File: src/rtl/cache_assoc_if.sv
// Bus bundle between the pipeline/memory environment and cache_assoc.
// slave  : the cache's view (takes processor requests, drives memory requests)
// master : the environment's view (processor + slow memory)
interface cache_assoc_if;
  logic         proc_read;
  logic         proc_write;
  logic [29:0]  proc_addr;
  logic [31:0]  proc_wdata;
  logic [31:0]  proc_rdata;
  logic         proc_stall;
  logic         mem_read;
  logic         mem_write;
  logic [27:0]  mem_addr;
  logic [127:0] mem_wdata;
  logic [127:0] mem_rdata;
  logic         mem_ready;

  modport slave (
    input  proc_read, proc_write, proc_addr, proc_wdata, mem_rdata, mem_ready,
    output proc_rdata, proc_stall, mem_read, mem_write, mem_addr, mem_wdata
  );

  modport master (
    output proc_read, proc_write, proc_addr, proc_wdata, mem_rdata, mem_ready,
    input  proc_rdata, proc_stall, mem_read, mem_write, mem_addr, mem_wdata
  );
endinterface

File: src/rtl/cache_assoc.sv
// cache_assoc: 1- or 2-way set-associative, write-back, write-allocate cache
// with a 30-bit word-addressed processor port and a 128-bit line memory port.
// Optional build macro CACHE_READ_ONLY_EN: read-only I-cache variant with no
// dirty bits, no write-back state, and processor writes ignored.
module cache_assoc #(
  parameter int SETS = 4,
  parameter int WAYS = 2
) (
  input  logic         clk,
  input  logic         rst_n,
  cache_assoc_if.slave bus
);
  localparam int IDX_W = $clog2(SETS);
  localparam int TAG_W = 28 - IDX_W;

`ifdef CACHE_READ_ONLY_EN
  typedef enum logic [1:0] {S_IDLE = 2'd0, S_ALLOC = 2'd2} state_t;
`else
  typedef enum logic [1:0] {S_IDLE = 2'd0, S_WBACK = 2'd1, S_ALLOC = 2'd2} state_t;
`endif

  // Address split: [1:0] word, [IDX_W+1:2] set, rest tag
  logic [1:0]       off;
  logic [IDX_W-1:0] idx;
  logic [TAG_W-1:0] tag_in;
  assign off    = bus.proc_addr[1:0];
  assign idx    = bus.proc_addr[IDX_W+1:2];
  assign tag_in = bus.proc_addr[29:IDX_W+2];

  // Line storage; only the valid/dirty/LRU bits need reset
  logic             valid_q [WAYS][SETS];
`ifndef CACHE_READ_ONLY_EN
  logic             dirty_q [WAYS][SETS];
`endif
  logic             lru_q   [SETS];
  logic [TAG_W-1:0] tag_q   [WAYS][SETS];
  logic [127:0]     data_q  [WAYS][SETS];

  state_t      state_q;
  logic        vic_q;
  logic        mem_read_q;
  logic [27:0] mem_addr_q;
`ifndef CACHE_READ_ONLY_EN
  logic        mem_write_q;
  logic [127:0] mem_wdata_q;
`endif

  // A simultaneous read and write is handled as a write
  logic rd, wr, req;
  assign rd = bus.proc_read;
`ifdef CACHE_READ_ONLY_EN
  assign wr = 1'b0;
`else
  assign wr = bus.proc_write;
`endif
  assign req = rd | wr;

  logic [WAYS-1:0] hit_vec;
  logic            hit, hit_w, vic, vic_dirty;

  // Tag compare across the ways and victim choice for a miss
  always_comb begin
    hit_vec = '0;
    for (int w = 0; w < WAYS; w++)
      hit_vec[w] = valid_q[w][idx] && (tag_q[w][idx] == tag_in);
    hit   = |hit_vec;
    hit_w = (WAYS == 2) ? hit_vec[WAYS-1] : 1'b0;
    if (WAYS == 1)                  vic = 1'b0;
    else if (!valid_q[0][idx])      vic = 1'b0;
    else if (!valid_q[WAYS-1][idx]) vic = 1'b1;
    else                            vic = lru_q[idx];
`ifdef CACHE_READ_ONLY_EN
    vic_dirty = 1'b0;
`else
    vic_dirty = dirty_q[vic][idx];
`endif
  end

  assign bus.proc_stall = (req && !hit) || (state_q != S_IDLE);
  assign bus.proc_rdata = (rd && hit) ? data_q[hit_w][idx][{off, 5'b0} +: 32] : 32'h0;
  assign bus.mem_read   = mem_read_q;
  assign bus.mem_addr   = mem_addr_q;
`ifdef CACHE_READ_ONLY_EN
  assign bus.mem_write  = 1'b0;
  assign bus.mem_wdata  = '0;
`else
  assign bus.mem_write  = mem_write_q;
  assign bus.mem_wdata  = mem_wdata_q;
`endif

  // Controller FSM: hit bookkeeping, miss sequencing, registered memory requests
  always_ff @(posedge clk or negedge rst_n) begin
    if (!rst_n) begin
      state_q    <= S_IDLE;
      vic_q      <= 1'b0;
      mem_read_q <= 1'b0;
      mem_addr_q <= '0;
`ifndef CACHE_READ_ONLY_EN
      mem_write_q <= 1'b0;
      mem_wdata_q <= '0;
`endif
      for (int s = 0; s < SETS; s++) begin
        lru_q[s] <= 1'b0;
        for (int w = 0; w < WAYS; w++) begin
          valid_q[w][s] <= 1'b0;
`ifndef CACHE_READ_ONLY_EN
          dirty_q[w][s] <= 1'b0;
`endif
        end
      end
    end else begin
      case (state_q)
        S_IDLE: begin
          if (req) begin
            if (hit) begin
              if (WAYS == 2) lru_q[idx] <= ~hit_w;
`ifndef CACHE_READ_ONLY_EN
              if (wr) dirty_q[hit_w][idx] <= 1'b1;
`endif
            end else begin
              vic_q <= vic;
`ifndef CACHE_READ_ONLY_EN
              if (vic_dirty) begin
                state_q     <= S_WBACK;
                mem_write_q <= 1'b1;
                mem_addr_q  <= {tag_q[vic][idx], idx};
                mem_wdata_q <= data_q[vic][idx];
              end else
`endif
              begin
                state_q    <= S_ALLOC;
                mem_read_q <= 1'b1;
                mem_addr_q <= {tag_in, idx};
              end
            end
          end
        end
`ifndef CACHE_READ_ONLY_EN
        S_WBACK: begin
          if (bus.mem_ready) begin
            mem_write_q <= 1'b0;
            mem_wdata_q <= '0;
            mem_read_q  <= 1'b1;
            mem_addr_q  <= {tag_in, idx};
            state_q     <= S_ALLOC;
          end
        end
`endif
        S_ALLOC: begin
          if (bus.mem_ready) begin
            valid_q[vic_q][idx] <= 1'b1;
`ifndef CACHE_READ_ONLY_EN
            dirty_q[vic_q][idx] <= 1'b0;
`endif
            mem_read_q <= 1'b0;
            state_q    <= S_IDLE;
          end
        end
        default: state_q <= S_IDLE;
      endcase
    end
  end

  // Line data and tags: refill on fill completion, word merge on write hit
  always_ff @(posedge clk) begin
    if (state_q == S_ALLOC && bus.mem_ready) begin
      data_q[vic_q][idx] <= bus.mem_rdata;
      tag_q[vic_q][idx]  <= tag_in;
    end else if (state_q == S_IDLE && wr && hit) begin
      data_q[hit_w][idx][{off, 5'b0} +: 32] <= bus.proc_wdata;
    end
  end
endmodule

File: src/flat_wrapper.sv
// flat-port wrapper written by rule: the top's interface ports become plain ports
module cache_assoc_flat 
#(
  parameter int SETS = 4,
  parameter int WAYS = 2
)
  (clk, rst_n, bus_proc_read, bus_proc_write, bus_proc_addr, bus_proc_wdata, bus_mem_rdata, bus_mem_ready, bus_proc_rdata, bus_proc_stall, bus_mem_read, bus_mem_write, bus_mem_addr, bus_mem_wdata);
  cache_assoc_if bus_i ();
  input  logic clk;
  input  logic rst_n;
  input wire logic [$bits(bus_i.proc_read)-1:0] bus_proc_read;
  input wire logic [$bits(bus_i.proc_write)-1:0] bus_proc_write;
  input wire logic [$bits(bus_i.proc_addr)-1:0] bus_proc_addr;
  input wire logic [$bits(bus_i.proc_wdata)-1:0] bus_proc_wdata;
  input wire logic [$bits(bus_i.mem_rdata)-1:0] bus_mem_rdata;
  input wire logic [$bits(bus_i.mem_ready)-1:0] bus_mem_ready;
  output wire logic [$bits(bus_i.proc_rdata)-1:0] bus_proc_rdata;
  output wire logic [$bits(bus_i.proc_stall)-1:0] bus_proc_stall;
  output wire logic [$bits(bus_i.mem_read)-1:0] bus_mem_read;
  output wire logic [$bits(bus_i.mem_write)-1:0] bus_mem_write;
  output wire logic [$bits(bus_i.mem_addr)-1:0] bus_mem_addr;
  output wire logic [$bits(bus_i.mem_wdata)-1:0] bus_mem_wdata;
  assign bus_i.proc_read = bus_proc_read;
  assign bus_i.proc_write = bus_proc_write;
  assign bus_i.proc_addr = bus_proc_addr;
  assign bus_i.proc_wdata = bus_proc_wdata;
  assign bus_i.mem_rdata = bus_mem_rdata;
  assign bus_i.mem_ready = bus_mem_ready;
  assign bus_proc_rdata = bus_i.proc_rdata;
  assign bus_proc_stall = bus_i.proc_stall;
  assign bus_mem_read = bus_i.mem_read;
  assign bus_mem_write = bus_i.mem_write;
  assign bus_mem_addr = bus_i.mem_addr;
  assign bus_mem_wdata = bus_i.mem_wdata;
  cache_assoc #(.SETS(SETS), .WAYS(WAYS)) u_core (.clk(clk), .rst_n(rst_n), .bus(bus_i));
endmodule
File: config.mk
export PLATFORM = sky130hd
export DESIGN_NAME = cache_assoc_flat
export DESIGN_NICKNAME = d
export VERILOG_FILES = /design/src/rtl/cache_assoc_if.sv /design/src/rtl/cache_assoc.sv /design/src/flat_wrapper.sv
export SDC_FILE = /design/constraint.sdc
export NUM_CORES = 2
export LEC_CHECK = 0
export BUFFER_PORTS_ARGS = -buffer_cell sky130_fd_sc_hd__buf_2
export CAP_MARGIN = 10
export CORE_ASPECT_RATIO = 1.5
export CORE_UTILIZATION = 55
export CTS_BUF_LIST = sky130_fd_sc_hd__clkbuf_8
export DETAILED_ROUTE_END_ITERATION = 10
export GPL_TIMING_DRIVEN = 0
export HOLD_SLACK_MARGIN = 0.15
export PLACE_DENSITY_LB_ADDON = 0.25
export SYNTH_ARGS = -nofsm -noshare
export SYNTH_HDL_FRONTEND = slang
export SYNTH_SLANG_ARGS = --single-unit
File: constraint.sdc
create_clock -name clk -period 8.2 [get_ports clk]
set_clock_uncertainty 0.1 [all_clocks]
set_input_delay 1.64 -clock clk [delete_from_list [all_inputs] [get_ports clk]]
set_output_delay 1.64 -clock clk [all_outputs]
set_load 0.02 [all_outputs]
==> out/results.tsv <==
metric	value	unit
io_pins	386	
pwr-share-seq	0.433	
setup.worst_path.start	bus_proc_addr[2]	
top_usage_layer	met2	
switching_power	6712	uW
mostFrequentLayoutCell	nand2_1	
ir_worst_vdd	0.0001796	V
synth_edf_count	1232	
relSlewSlack	0.02356	
cp.depth	13	
endpoint	bus_proc_rdata[31]	
dieWidth	286.9	um
maxCapViolations	0	
crit-reg2reg-capture	u_core.data_q[1][488]	
fillers	8960	
routed_wl	257300	um
multi_input_area	0.02388	mm^2
tightestPinTransition	1.465	ns
die_y	429.3	um
via_per_inst	6.834	
clkLatencyLatePin	1.00	ns
fmax	118.6	MHz
cp_slowest_stage_delay	0.72	ns
layout_common_cells	1330 x nand2_1, 1232 x edfxtp_1, 618 x nand3_1	
grt_pass1_wl	355100	um
cts_tree	done	
yosysUniqueCellTypes	62	
grt_pass1_vias	49386	
arrival	6.69	ns
pwr_density_cell	246.3	mW/mm^2
yosysSeqAreaShare	0.6203	
grt_use_met3	0.1531	
track_usage	0.4156	
holdWs	0.3660	ns
grt_max_degree	106	
clkSlewWorstSetupHoldPaths	0.07	ns
endpoint_kind	primary output	
numPortBuffers	383	
crit_required	6.46	ns
drive_gt1_frac	0.2431	
via_count	51875	
crit_top_cell	buf_6	
fin_crit	8.433	ns
gr-total-overflow	0	
syn_to_final_growth	15.89	%
syn_nets	5305	
dieArea	0.1231	mm^2
reg2reg_from	u_core.tag_q[1][15]	
avgSynthCellArea	13.11	um^2
cpMaxStageDelayCell	or4_4	
ys_warn_count	0	
clockBufferDepth	3	
internal_power	12400	uW
path_buf_inv	6	
ant_nets	0	
fin_ws	-0.2334	ns
firstDrtPassIters	7	
cts_made_buffers	202	
grtUsageMet2	0.6181	
nets	6000	
cts_max_level	4	
root_buffer	clkbuf_8	
failed_checks	setup timing	
start_util	0.5550	
seq_area	0.04152	mm^2
ys.flop_type	edfxtp_1	
grt_antenna_before_repair	25	
path_cells	buf_6 -> buf_6 -> mux4_2 -> xnor2_2 -> nand4_1 -> or4_4 -> nor4_4 -> buf_12 -> buf_4 -> buf_6 -> mux2i_1 -> o2111ai_1 -> buf_2	
clock_sinks	1413	
remaining_drc_errors	0	
pwr-share-comb	0.263	
rows	156	
swShare	0.3513	
final_util	0.6432	
use_met1	0.4896	
ys_ff_latch	1413	
post_drt_wl_per_cell	33.89	um
reg2reg_slack	2.11	ns
critPathTopFamily	buffers and inverters	
rr_worst_depth	15	
crit_path_start_kind	input pin	
drtIter0Drc	9345	
syn_area	0.06694	mm^2
p_leak	0.03020	uW
core	0.1206	mm^2
routabilityCongestion	1.082	
cp_max_fo	10	
rsz0062_at_grt	yes	
crit_type	input pin to primary output	
fin_crit_sh	1.028	
async_flop_share	0.1281	
postCtsHoldBufs	0	
status	complete, but fails checks	
syn_inst	5105	
hold_viol_final	0	
drv_slew	0	
power.clock.fraction	0.304	
setup-violations-final	22	
dp_hpwl	182500	um
hold_path_class	flop to flop	
==> cell type report <==
class                           instances  area share
Clock buffer                          213     0.03779
Multi-Input combinational cell       3178      0.3078
Inverter                              140    0.006773
Buffer                                374     0.02350
Antenna cell                           33    0.001064
Clock inverter                        169     0.01574
Timing Repair Buffer                  491     0.04664
Tap cell                             1580     0.02548
Sequential cell                      1413      0.5352
==> layer usage <==
metal,part of all wire,vias up
met1,0.31,25320
met5,0.00072,-
met4,0.095,28
met2,0.44,4965
met3,0.15,1115
li1,-,20447
==> sequential cells by signal (all words and copies together) (netlist names) <==
name                  cells
u_core.data_q          1024
u_core.tag_q            208
u_core.bus.mem_wdata    128
u_core.bus.mem_addr      28
u_core.dirty_q            8
u_core.valid_q            8
u_core.lru_q              4
u_core.state_q            2
u_core.bus.mem_read       1
u_core.bus.mem_write      1
u_core.vic_q              1
==> worst reg2reg max path, stage by stage (launching register included) <==
cell and delay [ns]:
edfxtp_1 0.41, mux4_2 0.52, xnor2_2 0.31, nand4_1 0.43, or4_4 0.72, nor4_4 0.33, buf_12 0.18, buf_4 0.33
nand2_1 0.17, nand2_1 0.19, clkbuf_1 0.48, nor3b_2 0.80, buf_6 0.29, buf_6 0.18, buf_8 0.17, buf_6 0.16
==> power groups by stage <==
stage / combinational (uW) / clock [uW] / sequential (uW)
final: 5020 / 5820 / 8270
after global routing: 5060 / 6070 / 8290
after CTS: 4730 / 5780 / 8270
after detailed placement: 4690 / 0 / 8420
after global placement: 4510 / 0 / 8440
after floorplan: 2440 / 0 / 8430
==> timing repair <==
action / in CTS / in global routing
pin swaps: 2 / 1
resized for setup: 72 / 49
endpoints found under the setup margin: 32 / 31
cloned: 0 / 0
setup buffers: 2 / 0
==> stage by stage <==
step	total power [uW]	setup WS (ns)	instance area [um^2]	std cells	setup TNS, ns
2_1_floorplan	10880	1.081	66940	5105	0
5_1_grt	19420	-0.0006382	77510	7560	-0.0006382
4_1_cts	18770	0.0009761	77290	7554	0
3_3_place_gp	12950	-3.822	70840	7068	-2409.28
6_report	19110	-0.2334	77580	7591	-1.953
3_5_place_dp	13110	-1.142	72750	7170	-25.24
==> Yosys cell counts, types with 25 or more instances <==
| master | n | area (um^2) |
|---|---|---|
| mux2i_1 | 349 | 3493 |
| clkbuf_1 | 257 | 964.7 |
| edfxtp_1 | 1232 | 37000 |
| dfrtp_1 | 181 | 4529 |
| buf_2 | 48 | 240.2 |
| nand3_1 | 618 | 3093 |
| inv_1 | 139 | 521.8 |
| o21ai_0 | 43 | 215.2 |
| nor2_1 | 35 | 131.4 |
| o2111ai_1 | 37 | 324.1 |
| nand2_1 | 1330 | 4992 |
| nand4_1 | 136 | 850.8 |
| buf_1 | 25 | 93.84 |
| mux2_2 | 127 | 1430 |
| mux4_2 | 317 | 7139 |
==> cells by family (layout without fill, tap and decap cells) <==
group,after synthesis,after routing,share of synthesized area
AO/OA/AOI/OAI,143,143,0.01505
AND/OR/NAND/NOR,2191,2191,0.1427
adder cells (fa/ha/maj),5,5,0.0009345
flip-flops,1413,1413,0.6203
multiplexers,802,802,0.1822
other,0,33,0
buffers and inverters,514,1387,0.03394
XOR/XNOR,37,37,0.004841
==> worst min path at each step <==
stage	from	endpoint	slack [ns]	depth (start not counted)
after floorplan	u_core.valid_q[1]	u_core.valid_q[1]	0.33	1
after global placement	u_core.valid_q[2]	u_core.valid_q[2]	0.34	1
after detailed placement	u_core.valid_q[4]	u_core.valid_q[4]	0.35	1
after CTS	u_core.valid_q[4]	u_core.valid_q[4]	0.36	1
after global routing	u_core.valid_q[4]	u_core.valid_q[4]	0.37	1
final	u_core.valid_q[4]	u_core.valid_q[4]	0.37	1
Power figures use the tool's default switching activity.
